<file path="config.mk">
export PLATFORM = sky130hd
export DESIGN_NAME = piso_serializer
export DESIGN_NICKNAME = d
export VERILOG_FILES = /design/src/rtl/piso_pkg.sv /design/src/rtl/bit_counter.sv /design/src/rtl/piso_serializer.sv
export SDC_FILE = /design/constraint.sdc
export NUM_CORES = 1
export LEC_CHECK = 0
export ABC_CLOCK_PERIOD_IN_PS = 2000
export BUFFER_PORTS_ARGS = -buffer_cell sky130_fd_sc_hd__clkbuf_2
export CORE_AREA = 2 2 39 41
export DETAILED_ROUTE_END_ITERATION = 8
export DIE_AREA = 0 0 41 43
export PLACE_DENSITY = 0.61
export SYNTH_ARGS = -nofsm -noshare
export SYNTH_HDL_FRONTEND = slang
export SYNTH_HIERARCHICAL = 1
export SYNTH_SLANG_ARGS = --single-unit
</file>
<file path="constraint.sdc">
create_clock -name clk -period 2 [get_ports clk]
set_clock_uncertainty 0.15 [all_clocks]
set_input_delay 0.2 -clock clk [delete_from_list [all_inputs] [get_ports clk]]
set_output_delay 0.2 -clock clk [all_outputs]
set_load 0.005 [all_outputs]
</file>
<file path="src/rtl/piso_pkg.sv">
// Shared types and sizing helpers for the parallel-in serial-out transmitter.
package piso_pkg;

  typedef enum logic [0:0] {IDLE, SHIFT} piso_state_t;

  function automatic int cnt_w(input int n);
    return $clog2(n);
  endfunction

endpackage

</file>
<file path="src/rtl/bit_counter.sv">
// Loadable down-counter with a zero flag; stops at zero rather than wrapping.
module bit_counter #(
  parameter int W = 2
) (
  input  logic         clk,
  input  logic         rst,
  input  logic         load,
  input  logic         dec,
  input  logic [W-1:0] load_val,
  output logic [W-1:0] cnt,
  output logic         zero
);

  logic [W-1:0] cnt_q;
  logic [W-1:0] cnt_d;

  always_comb begin
    cnt_d = cnt_q;
    if (load) begin
      cnt_d = load_val;
    end else if (dec && (cnt_q != '0)) begin
      cnt_d = cnt_q - W'(1);
    end
  end

  always_ff @(posedge clk) begin
    if (rst) begin
      cnt_q <= '0;
    end else begin
      cnt_q <= cnt_d;
    end
  end

  assign cnt  = cnt_q;
  assign zero = (cnt_q == '0);

endmodule

</file>
<file path="src/rtl/piso_serializer.sv">
// MSB-first serializer: accepts an N-bit word on valid/ready and streams it out
// one bit per clock with registered sout/sout_valid/last/busy.
module piso_serializer
  import piso_pkg::*;
#(
  parameter int N = 4
) (
  input  logic         clk,
  input  logic         rst,
  input  logic [N-1:0] din,
  input  logic         din_valid,
  output logic         din_ready,
  output logic         sout,
  output logic         sout_valid,
  output logic         last,
  output logic         busy,
  output logic         dbg_state
);

  localparam int            CW       = cnt_w(N);
  localparam logic [CW-1:0] LOAD_VAL = CW'(N - 1);

  // Handshake: a word transfers on an edge where din_valid and din_ready are
  // both 1; din_ready is combinational and may rise only in IDLE or in the
  // final-bit cycle of SHIFT, and is forced low while rst is high.

  piso_state_t   state_q, state_d;
  logic [N-1:0]  shreg_q, shreg_d;
  logic          sout_q, sout_d;
  logic          sout_valid_q, sout_valid_d;
  logic          last_q, last_d;
  logic          busy_q, busy_d;
  logic          cnt_load, cnt_dec, cnt_zero;
  logic [CW-1:0] cnt;
  logic          accept;

  bit_counter #(.W(CW)) u_bit_counter (
    .clk      (clk),
    .rst      (rst),
    .load     (cnt_load),
    .dec      (cnt_dec),
    .load_val (LOAD_VAL),
    .cnt      (cnt),
    .zero     (cnt_zero)
  );

  assign din_ready = !rst && ((state_q == IDLE) || ((state_q == SHIFT) && cnt_zero));
  assign accept    = din_valid && din_ready;

  always_comb begin
    state_d  = state_q;
    shreg_d  = shreg_q;
    cnt_load = 1'b0;
    cnt_dec  = 1'b0;
    if (rst) begin
      state_d = IDLE;
      shreg_d = '0;
    end else begin
      case (state_q)
        IDLE: begin
          if (accept) begin
            shreg_d  = din;
            cnt_load = 1'b1;
            state_d  = SHIFT;
          end
        end
        SHIFT: begin
          if (!cnt_zero) begin
            shreg_d = {shreg_q[N-2:0], 1'b0};
            cnt_dec = 1'b1;
          end else if (accept) begin
            shreg_d  = din;
            cnt_load = 1'b1;
          end else begin
            shreg_d = '0;
            state_d = IDLE;
          end
        end
        default: state_d = IDLE;
      endcase
    end
  end

  // Outputs are registered from next-state values so the MSB is on sout
  // in the very cycle after the accept edge.
  always_comb begin
    sout_d       = (state_d == SHIFT) ? shreg_d[N-1] : 1'b0;
    sout_valid_d = (state_d == SHIFT);
    busy_d       = (state_d == SHIFT);
    last_d       = cnt_dec && (cnt == CW'(1));
  end

  always_ff @(posedge clk) begin
    if (rst) begin
      state_q      <= IDLE;
      shreg_q      <= '0;
      sout_q       <= 1'b0;
      sout_valid_q <= 1'b0;
      last_q       <= 1'b0;
      busy_q       <= 1'b0;
    end else begin
      state_q      <= state_d;
      shreg_q      <= shreg_d;
      sout_q       <= sout_d;
      sout_valid_q <= sout_valid_d;
      last_q       <= last_d;
      busy_q       <= busy_d;
    end
  end

  assign sout       = sout_q;
  assign sout_valid = sout_valid_q;
  assign last       = last_q;
  assign busy       = busy_q;
  assign dbg_state  = (state_q == SHIFT);

endmodule

</file>
==> metrics.cfg, run 1 <==
[clocking]
htree_levels=1
cts_root_buf=clkbuf_4
cts_tree=built
cts_hold_buf=0
cts_setup_buffers=0
clkLatencyLatePin_ns=0.25
numCtsBuffers=3
cts.clk_slew.worst_paths_ns=0.05
cts_buffer_depth=2
clkSinkCount=8
cts-resized-gates=0

[synthesis]
synth_top_cell_area_share_pct=36.78
ys_warn_count=6
ys_ff_latch=8
synthXorXnorAreaFrac_pct=2.011
yosysTopAreaCell=dfxtp_1
synthSimpleGateAreaFrac_pct=25.29
avgSynthCellArea_um2=9.071
synthAdderAreaFrac_pct=2.874
synth_area_um2=435.4
synthMuxAreaShare_pct=6.897
synthTopCellsByArea=dfxtp_1, mux2i_1, nor2b_4, buf_4, nor2_1
synth_seq_area_share_pct=36.78
synthCells=48
synth_top_family_by_area=simple AND/OR/NAND/NOR gates
synth-compound-area-share_pct=14.94
ys_types=22

[sta]
finalSetupViolCount=0
layout_worst_path_cycle_share_pct=87.66
max_clock_freq_mhz=570.4
tns_ns=0
min_period_ns=1.753
hold_slack_ns=0.05554
maxSlewViolCount=0
rsz0062_at_grt=false
hold_violations=0

[placement]
gp_congestion=0.6566
placedCellCount=73
hpwl_um=549.9
io_buffers=12

[run_status]
status=complete, no violations

[worst_setup_path]
crit_path_start_kind=flop
cp_slowest_cell=dfxtp_1
path_max_fanout=7
cp_cell_sequence=inv_1, ha_1, nand2b_1, nor2_1, nor2b_4, xnor2_1, a211oi_2
endpoint_kind=flop
cp.required_ns=2.02
cp.arrival_ns=1.78
crit_type=reg2reg
max_stage_delay_ns=0.35

[cells_and_area]
num-fill-cells=151
fin_cells=76
final_common_cell=clkbuf_2
n_antenna_cell=0
fin_nets=70
layout_common_cells=clkbuf_2, dfxtp_1, nor2_1
syn2layout_area_growth_pct=16.67
finalCoreUtilization_pct=36.71
drive_above_1_share_pct=31.67

[pwr]
vdd.ir_drop.worst_mv=0.2116
intPower_uw=269.4
power.share.combinational_pct=17.2
swShare_pct=25.11
seqPwrFrac_pct=49.4
pwr-share-clk_pct=33.5
netSwitchingPower_uw=90.32
p_leak_nw=0.2111
powerDensity_nw_per_um2=708.1

[detailed_routing]
detail-route-antenna-nets=0
wl_um=740
firstDrtPassIters=2
viasPerCell=4.487
drt-initial-drc-count=1
post_drt_wl_per_cell_um=9.737
drc=0
vias=341

[global_route]
grt.total_usage_pct=11.86
grt_pass1_vias=317
grt_max_degree=11
grt_pass1_wl_um=1338
grt-ovfl-total=0
antenna_found_initial=0

[floorplan]
initial_core_util_pct=31.46
fp.dieW_um=41
num_io_pins=13
fp.coreArea_um2=1384
fp.dieH_um=43
row_count=14
die_area_um2=1763

[run]
drv_cap=0

[hold_path]
hold_path.class=in2reg

state kept, by name (all words and copies together), names as in the netlist:
| signal | flops |
|---|---|
| shreg_q | 3 |
| u_bit_counter/cnt | 2 |
| last | 1 |
| busy | 1 |
| sout | 1 |
cell families after synthesis:
logic type,Yosys count
buf+inv,7
flops,8
other cells,1
fa+ha+maj,1
simple gates,18
mux,3
compound gates,9
xor+xnor,1
worst paths after layout:
check | cells after the start | endpoint | slack [ns] | start
min | 3 | sout | 0.06 | din[3]
max reg2reg | 7 | u_bit_counter/cnt[0] | 0.25 | u_bit_counter/cnt[0]
max | 7 | u_bit_counter/cnt[0] | 0.25 | u_bit_counter/cnt[0]
min reg2reg | 2 | sout | 0.31 | shreg_q[2]
worst max-delay path: cells and delay by family, from the launching register on:
| kind | cells | cell delay [ns] |
|---|---|---|
| AO/OA/AOI/OAI | 1 | 0.20 |
| XOR/XNOR | 1 | 0.08 |
| adder cells (fa/ha/maj) | 1 | 0.31 |
| buffers and inverters | 1 | 0.05 |
| flip-flops | 1 | 0.35 |
| AND/OR/NAND/NOR | 3 | 0.53 |
through the flow:
| step | setup slack (ns) | total power [mW] | instance area, µm² |
|---|---|---|---|
| 2_1_floorplan | 0.3669 | 0.2296 | 439.2 |
| 3_3_place_gp | 0.2514 | 0.2428 | 485.5 |
| 3_5_place_dp | 0.2554 | 0.2433 | 485.5 |
| 4_1_cts | 0.2353 | 0.3682 | 508.0 |
| 5_1_grt | 0.04751 | 0.3896 | 508.0 |
| 6_report | 0.2468 | 0.3597 | 508.0 |
cell type report:
type / count / area, µm² / area share [%]
Inverter: 3 / 11.26 / 2.217
Timing Repair Buffer: 12 / 60.06 / 11.82
Multi-Input combinational cell: 34 / 234.0 / 46.06
Sequential cell: 8 / 160.2 / 31.53
Clock buffer: 3 / 22.52 / 4.433
Tap cell: 16 / 20.02 / 3.941
Yosys cell counts (all sizes together):
| library cell | number |
|---|---|
| a211oi | 1 |
| a21oi | 4 |
| a32oi | 2 |
| and2 | 1 |
| buf | 4 |
| conb | 1 |
| dfxtp | 8 |
| ha | 1 |
| inv | 3 |
| mux2i | 3 |
| nand2 | 2 |
| nand2b | 1 |
| nand3 | 2 |
| nand3b | 1 |
| nor2 | 6 |
| nor2b | 2 |
| nor4b | 1 |
| o211ai | 1 |
| o21a | 1 |
| or2 | 2 |
| xnor2 | 1 |
power groups by stage:
| stage | sequential, mW | combinational (mW) | clock, mW |
|---|---|---|---|
| after floorplan | 0.180 | 0.0500 | 0 |
| after global placement | 0.181 | 0.0617 | 0 |
| after detailed placement | 0.181 | 0.0622 | 0 |
| after CTS | 0.178 | 0.0625 | 0.128 |
| after global routing | 0.179 | 0.0721 | 0.138 |
| final | 0.178 | 0.0617 | 0.120 |
routing by layer:
layer	global-route usage, %	vias to the layer above	routed length [µm]
met5	0	-	0
met4	12.00	0	14
met3	3.141	2	24
met2	13.44	7	338
met1	16.45	147	362
li1	-	185	-
Power figures use the tool's default switching activity.
==> run 2: changes to the inputs <==
- ABC_CLOCK_PERIOD_IN_PS: 2000 -> 2100
- HOLD_SLACK_MARGIN: not set -> 0.03
- clock period: 2 -> 2.1 ns (I/O delays scaled with it)
==> run 2 against run 1 <==
  * Utilization stayed put
  * Sequential share of layout area stayed put
  * Critical path depth unchanged
  * Fmax decreased by 2.8%
  * Register-to-register slack improved by 0.05 ns
  * Design area unchanged
  * Clock power is essentially flat
  * Wire length rose by 5.8%
  * Global-route usage is 1.4 points lower
  * Clock-buffer cell count unchanged
  * Die area stayed put
  * Critical path type unchanged
  * Via count up 3.8%
==> metrics.cfg, run 2 (same netlist as run 1, synthesis figures left out) <==
[worst_setup_path]
max_stage_delay_ns=0.36  ; about the same
endpoint_kind=flop
cp_num_buf_inv=1  ; unchanged
cp.required_ns=2.12  ; +0.10 ns
crit_type=reg2reg
path_delay_family=simple AND/OR/NAND/NOR gates
cp_slowest_cell=dfxtp_1
cp_cell_sequence=inv_1, ha_1, nand2b_1, nor2_1, nor2b_4, xnor2_1, a211oi_2
path_max_fanout=7  ; unchanged
cp.arrival_ns=1.83  ; +0.05 ns
crit_path_start_kind=flop

[detailed_routing]
viasPerCell=4.658  ; +3.8%
firstDrtPassIters=4  ; +2
vias=354  ; +3.8%
drc=0  ; unchanged
wl_um=783  ; +5.8%
drt-initial-drc-count=7  ; +6
detail-route-antenna-nets=0  ; unchanged
post_drt_wl_per_cell_um=10.30  ; +5.8%

[placement]
placedCellCount=73  ; unchanged
io_buffers=12  ; unchanged
gp_congestion=0.6715  ; +2.3%
hpwl_um=569.1  ; +3.5%
pre_cts_ws_ns=0.3404  ; +0.08498 ns

[cells_and_area]
largest_reg_flops=3  ; unchanged
fin_nets=70  ; unchanged
n_antenna_cell=0  ; unchanged
regMostFlops=shreg_q
finalCoreUtilization_pct=36.71  ; unchanged
layout_common_cells=clkbuf_2, dfxtp_1, nor2_1
final_common_cell=clkbuf_2
syn2layout_area_growth_pct=16.67  ; unchanged
fin_cells=76  ; unchanged
num-fill-cells=161  ; +6.6%
drive_above_1_share_pct=31.67  ; unchanged

[clocking]
cts_tree=built
cts_root_buf=clkbuf_4
cts_hold_buf=0  ; unchanged
numCtsBuffers=3  ; unchanged
htree_levels=1  ; unchanged
cts_buffer_depth=2  ; unchanged
cts.clk_slew.worst_paths_ns=0.06  ; about the same
clkSinkCount=8  ; unchanged
cts-resized-gates=0  ; unchanged
cts_setup_buffers=0  ; unchanged
clkLatencyLatePin_ns=0.25  ; about the same

[run]
drv_cap=0  ; unchanged

[floorplan]
fp.dieW_um=41  ; unchanged
fp.coreArea_um2=1384  ; unchanged
row_count=14  ; unchanged
die_area_um2=1763  ; unchanged
fp.dieH_um=43  ; unchanged
num_io_pins=13  ; unchanged
initial_core_util_pct=31.46  ; unchanged

[global_route]
antenna_found_initial=0  ; unchanged
grt-ovfl-total=0  ; unchanged
grt_pass1_wl_um=1248  ; -6.7%
grt_max_degree=11  ; unchanged
grt.total_usage_pct=10.47  ; -1.4 points
grt_pass1_vias=313  ; -1.3%

[sta]
min_period_ns=1.804  ; +0.05098 ns
max_clock_freq_mhz=554.3  ; -2.8%
layout_worst_path_cycle_share_pct=85.92  ; -1.7 points
maxSlewViolCount=0  ; unchanged
rsz0062_at_grt=false
hold_violations=0  ; unchanged
tns_ns=0  ; unchanged
finalSetupViolCount=0  ; unchanged
final.setup.worst_slack_ns=0.2958  ; +0.04902 ns

[hold_path]
hold_path.class=in2reg

[pwr]
vdd.ir_drop.worst_mv=0.1883  ; -11%
p_leak_nw=0.2111  ; unchanged
powerDensity_nw_per_um2=680.6  ; -3.9%

[run_status]
status=complete, no violations

[run 2: final timing paths]
check             cells after the start            startpoint  slack, ns                    to
setup reg to reg                      7  u_bit_counter/cnt[0]       0.30  u_bit_counter/cnt[0]
hold reg to reg                       1  u_bit_counter/cnt[1]       0.31                  last
setup / recovery                      7  u_bit_counter/cnt[0]       0.30  u_bit_counter/cnt[0]
hold / removal                        3                din[3]       0.06                  sout
[run 2: report_power, final]
part	internal, mW	total [mW]	switching (mW)	leakage [nW]
registers	0.162	0.169	0.00712	0.0659
logic	0.0295	0.0598	0.0303	0.131
clock network	0.0654	0.117	0.0515	0.0138
[run 2: layout make-up]
cell class | count | area (µm²) | share of cell area [%]
tap | 16 | 20.02 | 3.941
multi-input combinational | 34 | 234.0 | 46.06
clock buffer | 3 | 22.52 | 4.433
timing repair buffer | 12 | 60.06 | 11.82
sequential | 8 | 160.2 | 31.53
inverter | 3 | 11.26 | 2.217
[run 2: through the flow]
step | cell area [µm²] | total power [mW] | hold WS (ns)
after floorplan | 439.2 | 0.2186 | 0.1246
after global placement | 485.5 | 0.2313 | 0.3004
after detailed placement | 485.5 | 0.2323 | 0.2945
after CTS | 508.0 | 0.3521 | 0.05684
after global routing | 508.0 | 0.3668 | 0.05688
final | 508.0 | 0.3457 | 0.06273
[run 2: worst reg2reg max path: cells and delay by family, from the launching register on]
kind,cells,cell delay [ns]
simple gates,3,0.54
flops,1,0.36
fa+ha+maj,1,0.32
compound gates,1,0.21
xor+xnor,1,0.08
buf+inv,1,0.06
[run 2: metal layers]
| metal | global-route usage, % | vias up | wire length [µm] |
|---|---|---|---|
| met3 | 3.141 | 0 | 34 |
| met5 | 0 | - | 0 |
| met1 | 12.01 | 158 | 367 |
| li1 | - | 189 | - |
| met4 | 8.000 | 0 | 0 |
| met2 | 15.31 | 7 | 381 |
